`config.mk`:
```
export PLATFORM = sky130hd
export DESIGN_NAME = reset_sequencer
export DESIGN_NICKNAME = d
export VERILOG_FILES = /design/src/rtl/reset_sequencer.sv
export SDC_FILE = /design/constraint.sdc
export NUM_CORES = 1
export LEC_CHECK = 0
export ABC_CLOCK_PERIOD_IN_PS = 1600
export CORE_MARGIN = 4
export CORE_UTILIZATION = 24
export CTS_BUF_LIST = sky130_fd_sc_hd__clkbuf_8 sky130_fd_sc_hd__clkbuf_16
export CTS_CLUSTER_DIAMETER = 60
export DETAILED_ROUTE_END_ITERATION = 16
export PLACE_DENSITY = 0.54
export SYNTH_ARGS = -nofsm -noshare
export SYNTH_HDL_FRONTEND = slang
export SYNTH_SLANG_ARGS = --single-unit
```
`constraint.sdc`:
```
create_clock -name clk -period 1.6 [get_ports clk]
set_clock_uncertainty 0.2 [all_clocks]
set_input_delay 0.24 -clock clk [delete_from_list [all_inputs] [get_ports clk]]
set_output_delay 0.24 -clock clk [all_outputs]
set_load 0.02 [all_outputs]
```
`src/rtl/reset_sequencer.sv`:
```
// reset_sequencer: merges power-on, watchdog, external-pin and software
// reset requests into a timed, staged release (peripherals first, CPU last).
// Ports:
//   clk, reset              - system clock, synchronous active-high POR
//   wdt_reset_req           - watchdog request (level, clk domain)
//   ext_reset_n             - external reset pin (async, active-low)
//   sw_reset_req            - software reset strobe
//   cause_write, cause_in   - W1C write port for the cause register
//   periph_reset, cpu_reset - registered active-high reset outputs
//   cause_out               - {4'b0, sw, ext, wdt, por} cause bits
//   reset_count_out         - saturating count of non-POR reset events
//   busy                    - high whenever the sequencer is not in RUN
module reset_sequencer #(
    parameter int unsigned HOLD_CYCLES = 16,
    parameter int unsigned CPU_DELAY   = 4,
    parameter int unsigned DEBOUNCE    = 4
) (
    input  logic       clk,
    input  logic       reset,
    input  logic       wdt_reset_req,
    input  logic       ext_reset_n,
    input  logic       sw_reset_req,
    input  logic       cause_write,
    input  logic [7:0] cause_in,
    output logic       periph_reset,
    output logic       cpu_reset,
    output logic [7:0] cause_out,
    output logic [7:0] reset_count_out,
    output logic       busy
);

    typedef enum logic [1:0] {
        ST_ASSERT,
        ST_PERIPH_UP,
        ST_RUN
    } state_t;

    localparam logic [7:0] HOLD_LAST = 8'(HOLD_CYCLES - 1);
    localparam logic [7:0] CPU_LAST  = 8'(CPU_DELAY - 1);
    localparam logic [3:0] DEB_LAST  = 4'(DEBOUNCE - 1);

    state_t     r_state;
    state_t     w_state_nxt;
    logic [7:0] r_hcnt;
    logic [7:0] w_hcnt_nxt;

    logic       r_sync1;
    logic       r_sync2;
    logic [3:0] r_dcnt;
    logic       r_ext_req;

    logic       r_wdt_prev;
    logic       r_ext_prev;
    logic       r_sw_prev;

    logic       r_periph;
    logic       r_cpu;
    logic [3:0] r_cause;
    logic [7:0] r_count;

    logic       w_req;
    logic       w_wdt_ev;
    logic       w_ext_ev;
    logic       w_sw_ev;
    logic       w_any_ev;
    logic [3:0] w_set;
    logic [3:0] w_clr;
    logic       w_unused_bits;

    // Two-flop synchronizer, then a low-run debounce. Idle state is
    // "pin high" so a POR never produces a spurious external request.
    always_ff @(posedge clk) begin
        if (reset) begin
            r_sync1   <= 1'b1;
            r_sync2   <= 1'b1;
            r_dcnt    <= 4'd0;
            r_ext_req <= 1'b0;
        end else begin
            r_sync1 <= ext_reset_n;
            r_sync2 <= r_sync1;
            if (r_sync2) begin
                r_dcnt    <= 4'd0;
                r_ext_req <= 1'b0;
            end else if (r_dcnt == DEB_LAST) begin
                r_ext_req <= 1'b1;
            end else begin
                r_dcnt <= r_dcnt + 4'd1;
            end
        end
    end

    assign w_req    = wdt_reset_req | r_ext_req | sw_reset_req;
    assign w_wdt_ev = wdt_reset_req & ~r_wdt_prev;
    assign w_ext_ev = r_ext_req & ~r_ext_prev;
    assign w_sw_ev  = sw_reset_req & ~r_sw_prev;
    assign w_any_ev = w_wdt_ev | w_ext_ev | w_sw_ev;

    always_comb begin
        w_state_nxt = r_state;
        w_hcnt_nxt  = r_hcnt;
        case (r_state)
            ST_ASSERT: begin
                if (w_req) begin
                    w_hcnt_nxt = 8'd0;
                end else if (r_hcnt == HOLD_LAST) begin
                    w_state_nxt = ST_PERIPH_UP;
                    w_hcnt_nxt  = 8'd0;
                end else begin
                    w_hcnt_nxt = r_hcnt + 8'd1;
                end
            end
            ST_PERIPH_UP: begin
                if (w_req) begin
                    w_state_nxt = ST_ASSERT;
                    w_hcnt_nxt  = 8'd0;
                end else if (r_hcnt == CPU_LAST) begin
                    w_state_nxt = ST_RUN;
                    w_hcnt_nxt  = 8'd0;
                end else begin
                    w_hcnt_nxt = r_hcnt + 8'd1;
                end
            end
            ST_RUN: begin
                if (w_req) begin
                    w_state_nxt = ST_ASSERT;
                    w_hcnt_nxt  = 8'd0;
                end
            end
            default: begin
                w_state_nxt = ST_ASSERT;
                w_hcnt_nxt  = 8'd0;
            end
        endcase
    end

    // Outputs are registered from the next state so they change on the
    // same edge that the state does.
    always_ff @(posedge clk) begin
        if (reset) begin
            r_state  <= ST_ASSERT;
            r_hcnt   <= 8'd0;
            r_periph <= 1'b1;
            r_cpu    <= 1'b1;
        end else begin
            r_state  <= w_state_nxt;
            r_hcnt   <= w_hcnt_nxt;
            r_periph <= (w_state_nxt == ST_ASSERT);
            r_cpu    <= (w_state_nxt != ST_RUN);
        end
    end

    // A set in the same cycle as a clear wins, so set is OR-ed in last.
    assign w_set = {w_sw_ev, w_ext_ev, w_wdt_ev, 1'b0};
    assign w_clr = cause_write ? cause_in[3:0] : 4'd0;
    assign w_unused_bits = ^cause_in[7:4];

    always_ff @(posedge clk) begin
        if (reset) begin
            r_wdt_prev <= 1'b0;
            r_ext_prev <= 1'b0;
            r_sw_prev  <= 1'b0;
            r_cause    <= 4'h1;
            r_count    <= 8'd0;
        end else begin
            r_wdt_prev <= wdt_reset_req;
            r_ext_prev <= r_ext_req;
            r_sw_prev  <= sw_reset_req;
            r_cause    <= (r_cause & ~w_clr) | w_set;
            if (w_any_ev && r_count != 8'hFF) begin
                r_count <= r_count + 8'd1;
            end
        end
    end

    assign periph_reset    = r_periph;
    assign cpu_reset       = r_cpu;
    assign cause_out       = {4'd0, r_cause};
    assign reset_count_out = r_count;
    assign busy            = (r_state != ST_RUN);

endmodule

```
-- After elaboration in Yosys (flattened, before gate mapping)
Cells that the tools add are included.
- add/subtract/negate cells: 3
- multiplexer cells: 13
- bitwise logic cells: 13
- equality and inequality tests: 9
- reduce and logical (&&, ||, !) cells: 4
- operators with widths (operator ; number):
    $mux W8 ; 5
    $pmux W8 S3 ; 1
    $add A8 B1 Y8 const B ; 2
    $mux W2 ; 5
    $eq A8 B2 Y1 const B ; 1
    $eq A8 B4 Y1 const B ; 1
    $ne A8 B8 Y1 const B ; 1
    $ne A2 B2 Y1 const B ; 3
    $pmux W2 S3 ; 1
    $add A4 B1 Y4 const B ; 1
    $and A4 B4 Y4 ; 1
    $eq A4 B2 Y1 const B ; 1
    $logic_not A2 Y1 ; 2
    $mux W4 ; 1
    $not A4 Y4 ; 1
    $or A1 B1 Y1 ; 4
    $or A4 B4 Y4 ; 1
    $and A1 B1 Y1 ; 3
    $not A1 Y1 ; 3
    $eq A2 B1 Y1 const B ; 1
    $eq A2 B2 Y1 const B ; 1
    $reduce_or A2 Y1 ; 1
    $logic_and A1 B1 Y1 ; 1
- output and inout port bits: 19
- register bits after elaboration: 34

-- Longest topological paths before layout
Gate-level depths: netlist of the first run.
- depth in word-level cells: 5
- gate-level depth with buffers: 6
- gate-level depth less buffers: 5

-- Worst setup path before layout of the first run
OpenSTA, ideal clock, no wires.
- path kind: register -> register
- start point: register r_count[0], in the netlist reset_count_out[0]
- end point: register r_count[1], in the netlist reset_count_out[1]
- required time: 1.272 ns
- stages on the path, launching flop included: 7
- library setup time: 0.128 ns
- path slack: -0.179 ns
- period minus slack after synthesis: 1.779 ns
- data arrival time: 1.452 ns
- path through: dfxtp_1 -> ha_1 -> nand3_1 -> o32ai_2 -> buf_2 -> mux2i_1 -> nor2_1
- cells in the longest elaborated chain, start to end: 2
- elaborated cells on any way between the ends: 3
- those cells by class: add/sub (1); eq/ne (1); reduce/logical (1)
- ends and longest elaborated chain (element ; line ; text):
    start: declaration ; 59 ; logic [7:0] r_count;
    start signal: assignment ; 170 ; r_count <= r_count + 8'd1;
    parallel branches: the longest is 2 deep, another holds $add A8 B1 Y8 ; - ;
Parallel ways; which one is timed is not known.
A chain may end at the register's enable or synchronous reset.

-- Worst setup path after layout of the first run
- start point: register r_count[0], in the netlist reset_count_out[0]
- end point: register r_count[7], in the netlist reset_count_out[7]
The elaborated chain is that of the path after synthesis.

==> impl_metrics.ini, run 1 <==
[grt]
antenna_violations_before_repair = 0
grt_pass1_vias = 1307
grt_pass1_wl_um = 5796
gr-usage-met2_pct = 14.63
grt_util_met3_pct = 2.744
largest_net_degree_at_the_start_of_global_routing = 14
grt_use_total_pct = 9.631
met1_routing_resource_usage_after_global_routing_pct = 12.62
globalRoute.busiestLayer = met2
globalRouteOverflowTotal = 0

[timing]
postLayoutSetupSlackWorst_ps = -40.40
final_critical_period_ps = 1640
setup_viol = 4
finalHoldViolations = 0
period_share_pct = 102.5
final_max_slew_viol_count = 0
hold_slack_ps = 185.9
unrepaired_setup_endpoints_after_global_routing = true
highest_clock_rate_mhz = 609.6

[cts]
cts_made_buffers = 5
ctsRootBufferMaster = clkbuf_8
tritoncts = done
clkLatencyLatePin_ps = 280
clkTransAtPathRegs_ps = 70
number_of_sinks_driven_by_the_clock_tree = 34
clock_tree_buf_depth = 2
h-tree-depth = 2

[finish]
final_design_area_no_fill_sq_um = 2332
antennaDiodeCount = 0
layout-drive-gt1-share_pct = 36.09
multiInputGateArea_sq_um = 900.9
fillCellCount = 606
area.growth.synth_to_final_pct = 55.85
fin_nets = 246
sequential_cell_area_sq_um = 691.9

[power]
ir_drop_worst_case_vdd_uv = 340.2
pwr_density_cell_nw_per_um2 = 751.8
share_of_total_power_in_sequential_cells_pct = 50.6
power_report.internal_total_uw = 1321
pwr-share-comb_pct = 11.8
sw_frac_of_total_pct = 24.68
clock_power_share_pct = 37.6
power.static_leakage_uw = 0.0009258
net_switching_component_of_the_power_uw = 432.7

[setup_path]
worstPathArrival_ps = 1660
path_class = flop to flop
critical_path.n_buffers_inverters = 0
critical_path.endpoint_type = flop
worstReg2RegEnd = reset_count_out[7]
crit_path_start_kind = flop
critical_path_peak_fanout = 5
timing.critical_path.cells = ha_4, nand3_2, o32ai_2, or4_1, a21oi_2
crit-reg2reg-launch = reset_count_out[0]
timing.critical_path.slowest_stage_cell = or4_1
worst-endpoint-required_ps = 1620
worst_path_dominant_cell_family = simple AND/OR/NAND/NOR gates
rr_worst_depth = 5
critPathMaxStageDelay_ps = 500
worst-r2r-setup-slack_ps = -40

[run_status]
violations = setup timing
status = finished with violations

[min_path]
min-delay-path-class = input port to flop
hold_path_end = r_sw_prev
min_delay_path_depth = 2
min-delay-start = sw_reset_req

[synth]
yosysSeqAreaShare_pct = 45.48
post_synth_main_area_contributors = dfxtp_1 45%, a21oi_1 4.0%, nand2_1 3.3%
synth_top_flop_cell = dfxtp_1
yosys.cell_types.count = 41
synth-warning-count = 0
syn-cell-area_sq_um = 1496
synth_area_leader_cell = dfxtp_1
register_bit_total_from_synthesis = 34
synth-async-reset-ratio_pct = 0
synthCells = 163
synth_edf_count = 0
synth_top_area_share_pct = 45.48
post_synthesis_area_per_instance_sq_um = 9.181

[floorplan]
coreArea_sq_um = 5991
dieWidth_um = 86.96
num_rows = 28
fp.dieH_um = 86.96
design.portCount = 33
floorplan.die_area_sq_um = 7562
initial_util_pct = 24.98

[detailed_routing]
totalWireLength_um = 3506
drt_first_iter_violations = 21
wl_per_cell_um = 11.50
drt_pre_antenna_iters = 4
via_count = 1372
route.detailed.vias_per_inst = 4.498
final_antenna_net_count = 0
drc_errors = 0

[place]
detailed_place_hpwl_um = 2479
gp_congestion = 0.7263
post_dp_cell_area_sq_um = 2072
buffer_ports.inserted = 24

[job]
max-cap-violations = 0
## synth_stat cells (all sizes together) (3+ instances only)
cell type	n
dfxtp	34
inv	4
nor3	7
or4	4
a21oi	12
o21ai	6
nand3	9
xor2	4
buf	5
o31ai	4
nand4	4
nand2	14
ha	3
or3	5
nor2b	7
nor3b	3
clkbuf	4
nor2	11
## final cells by class
type                    count  share of cell area (%)
clock buffers               6                   3.541
well taps                  75                   4.024
multi-input cells         120                   38.63
clock inverters             2                  0.5365
inverters                   4                  0.6438
repair buffers             64                   22.96
flip-flops and latches     34                   29.67
## state kept, by name (all words and copies together) (netlist names)
| register | flops |
|---|---|
| r_hcnt | 8 |
| reset_count_out | 8 |
| r_cause | 4 |
| r_dcnt | 4 |
| r_state | 2 |
| cpu_reset | 1 |
| periph_reset | 1 |
| r_ext_prev | 1 |
| r_ext_req | 1 |
| r_sw_prev | 1 |
| r_sync1 | 1 |
| r_sync2 | 1 |
| r_wdt_prev | 1 |
## per-layer routing
| layer | up-vias | wire, um |
|---|---|---|
| li1 | 720 | - |
| met1 | 621 | 1655 |
| met2 | 27 | 1648 |
| met3 | 4 | 155 |
| met4 | 0 | 47 |
| met5 | - | 0 |
## power groups by stage
stage	sequential [uW]	clock, uW	combinational [uW]
floorplan	924	0	85.5
global placement	905	0	196
detailed placement	905	0	197
CTS	887	686	202
global route	889	725	230
finish	887	659	208
## per-stage QoR
| stage | worst slack (ps) | util [%] | power [uW] | instances | setup TNS (ps) |
|---|---|---|---|---|---|
| 4_1_cts | -16.01 | 37.82 | 1776 | 302 | -29.94 |
| 3_3_place_gp | -527.2 | 34.59 | 1101 | 289 | -7808 |
| 2_1_floorplan | -27.84 | - | 1009 | 166 | -27.84 |
| 5_1_grt | -90.61 | 38.93 | 1844 | 305 | -721.6 |
| 6_report | -40.40 | 38.93 | 1753 | 305 | -111.3 |
| 3_5_place_dp | -611.4 | 34.59 | 1102 | 289 | -8500 |
## worst reg2reg max path, cell delays in order (launching register included)
cell and delay (ps):
dfxtp_4 350, ha_4 160, nand3_2 110, o32ai_2 130, or4_1 500, a21oi_2 130
## worst max path at each step
stage	depth (start not counted)	slack [ps]	end	start
after floorplan	5	-30	reset_count_out[1]	reset_count_out[3]
after global placement	6	-530	reset_count_out[5]	wdt_reset_req
after detailed placement	6	-610	reset_count_out[7]	wdt_reset_req
after CTS	5	-20	reset_count_out[5]	reset_count_out[0]
after global routing	5	-90	reset_count_out[5]	reset_count_out[0]
final	5	-40	reset_count_out[7]	reset_count_out[0]
## logic make-up (layout without fill, tap and decap cells)
group           Yosys count  after routing  share of synthesized area [%]
mux                       3              3                          2.090
other cells               1              4                         0.2506
flops                    34             34                          45.48
compound gates           33             34                          15.64
fa+ha+maj                 3              3                          2.509
buf+inv                  13             76                          4.347
xor+xnor                  4              4                          2.341
simple gates             72             72                          27.34
## placed cells by master (no fill, tap or decap), drive strengths merged, types with 3 or more instances in the layout
cell / netlist / final
buf: 5 / 40
dfxtp: 34 / 34
dlygate4sd2: 0 / 16
nand2: 14 / 14
a21oi: 12 / 12
nor2: 11 / 11
nand3: 9 / 9
clkdlybuf4s50: 0 / 7
nor3: 7 / 7
clkbuf: 4 / 7
nor2b: 7 / 7
o21ai: 6 / 6
or3: 5 / 5
nand4: 4 / 4
xor2: 4 / 4
inv: 4 / 4
o31ai: 4 / 4
conb: 1 / 4
or4: 4 / 4
nor3b: 3 / 3
ha: 3 / 3
## what timing repair did
action | CTS | global route
gates resized for setup | 36 | 13
hold buffers | 0 | 0
gates cloned | 0 | 1
setup endpoints to repair | 34 | 17
setup buffers | 6 | 2
pin swaps | 11 | 10
Power figures use the tool's default switching activity.
==> run 2, diff against run 1 <==
--- a/config.mk
+++ b/config.mk
@@ -11,7 +11,7 @@
 export CTS_BUF_LIST = sky130_fd_sc_hd__clkbuf_8 sky130_fd_sc_hd__clkbuf_16
 export CTS_CLUSTER_DIAMETER = 60
 export DETAILED_ROUTE_END_ITERATION = 16
-export PLACE_DENSITY = 0.54
+export PLACE_DENSITY = 0.53
 export SYNTH_ARGS = -nofsm -noshare
 export SYNTH_HDL_FRONTEND = slang
 export SYNTH_SLANG_ARGS = --single-unit
==> impl_metrics.ini, run 2 (synthesis gave the netlist of run 1 again) <==
[detailed_routing]
wl_per_cell_um = 11.88
totalWireLength_um = 3610
drc_errors = 0
final_antenna_net_count = 0
drt_pre_antenna_iters = 4
via_count = 1388
drt_first_iter_violations = 37
route.detailed.vias_per_inst = 4.566

[timing]
finalHoldViolations = 0
setup_viol = 5
final_max_slew_viol_count = 0
hold_slack_ps = 178.1
postLayoutSetupSlackWorst_ps = -36.28
period_share_pct = 102.3
unrepaired_setup_endpoints_after_global_routing = true
highest_clock_rate_mhz = 611.1
final_critical_period_ps = 1636

[floorplan]
design.portCount = 33
initial_util_pct = 24.98
floorplan.die_area_sq_um = 7562
num_rows = 28
fp.dieH_um = 86.96
coreArea_sq_um = 5991
dieWidth_um = 86.96

[run_status]
violations = setup timing
status = finished with violations

[place]
dp_cells = 291
detailed_place_hpwl_um = 2550
post_dp_cell_area_sq_um = 2074
dp_slack_ps = -592.9
gp_congestion = 0.7616
buffer_ports.inserted = 24

[setup_path]
worstReg2RegEnd = r_hcnt[5]
critPathLaunch = r_ext_req
worst-endpoint-required_ps = 1590
endpoint_of_the_worst_setup_timing_path = r_hcnt[5]
critical_path.endpoint_type = flop
crit_path_start_kind = flop
path_class = flop to flop
crit-reg2reg-launch = r_ext_req
critical_path_peak_fanout = 5
worstPathArrival_ps = 1630
worst-r2r-setup-slack_ps = -40
rr_worst_depth = 5

[power]
pwr_density_cell_nw_per_um2 = 741.1
total_power_uw = 1728
power.static_leakage_uw = 0.0009244
ir_drop_worst_case_vdd_uv = 472.0

[finish]
instances_no_fill = 304
final_common_cell = buf_4
multiInputGateArea_sq_um = 915.9
commonest_cells_after_routing_fill_and_taps_aside = 37 x buf_4, 24 x dfxtp_1, 16 x dlygate4sd2_1, 13 x nand2_1, 10 x nor2_1
layout-drive-gt1-share_pct = 35.81
fillCellCount = 605
fin_nets = 245
sequential_cell_area_sq_um = 695.7
area.growth.synth_to_final_pct = 55.85
final_design_area_no_fill_sq_um = 2332
antennaDiodeCount = 0

[grt]
largest_net_degree_at_the_start_of_global_routing = 19
grt_pass1_wl_um = 6078
grt_use_total_pct = 10.24
globalRouteOverflowTotal = 0
antenna_violations_before_repair = 1
grt_pass1_vias = 1337

[cts]
clock_tree_buf_depth = 2
ctsHoldBuffers = 0
tritoncts = done
ctsRootBufferMaster = clkbuf_8
cts_made_buffers = 5
h-tree-depth = 2
clkTransAtPathRegs_ps = 70
clkLatencyLatePin_ps = 280
number_of_sinks_driven_by_the_clock_tree = 34

[min_path]
min_delay_path_depth = 2
min-delay-path-class = input port to flop

[job]
max-cap-violations = 0
-- run 2: changes by cell type in the layout (fill, tap and decap cells not counted), moves of 2 or more --
cell,delta
dfxtp_1,-3
dfxtp_2,+3
nand3_2,-2
or3_1,-2
or3_4,+2
-- run 2: repair_timing --
action | in CTS | in global routing
setup endpoints to repair | 33 | 19
pin swaps | 12 | 9
buffers inserted | 3 | 2
gates resized for setup | 41 | 12
gates cloned | 1 | 0
-- run 2: critical path, cell delays in order, from the launching register on --
cell and delay, ps:
dfxtp_2 330, or4_4 540, nor2_8 160, buf_6 120
nand4_1 100, o311ai_2 90
-- run 2: per-layer routing --
metal	share of wire [%]	up-vias	global-route usage [%]
li1	-	719	-
met1	47	623	13.27
met2	44	33	14.56
met3	5.4	11	3.500
met4	3.1	2	6.091
met5	0.33	-	0
-- run 2: where the power goes --
group / total (uW) / internal (uW) / switching, uW
clock: 631 / 340 / 291
combinational: 208 / 105 / 103
sequential: 889 / 870 / 18.2
total: 1730 / 1320 / 412
-- run 2: final cells by class --
| type | instances | share of cell area, % |
|---|---|---|
| clock buffers | 6 | 3.541 |
| clock inverters | 2 | 0.3755 |
| inverters | 4 | 0.6438 |
| multi-input cells | 120 | 39.27 |
| flip-flops and latches | 34 | 29.83 |
| well taps | 75 | 4.024 |
| repair buffers | 63 | 22.32 |
-- run 2: stage by stage --
stage	TNS, ps	utilization (%)
2_1_floorplan	-27.84	-
3_3_place_gp	-8019	34.63
3_5_place_dp	-8380	34.63
4_1_cts	-109.6	37.97
5_1_grt	-781.9	38.93
6_report	-131.3	38.93
-- run 2: worst min path at each step --
stage | startpoint | to | slack (ps)
global route | wdt_reset_req | r_wdt_prev | 210
floorplan | ext_reset_n | r_sync1 | 140
detailed placement | r_sync1 | r_sync2 | 200
global placement | r_sync1 | r_sync2 | 190
finish | wdt_reset_req | r_wdt_prev | 180
CTS | wdt_reset_req | r_wdt_prev | 180
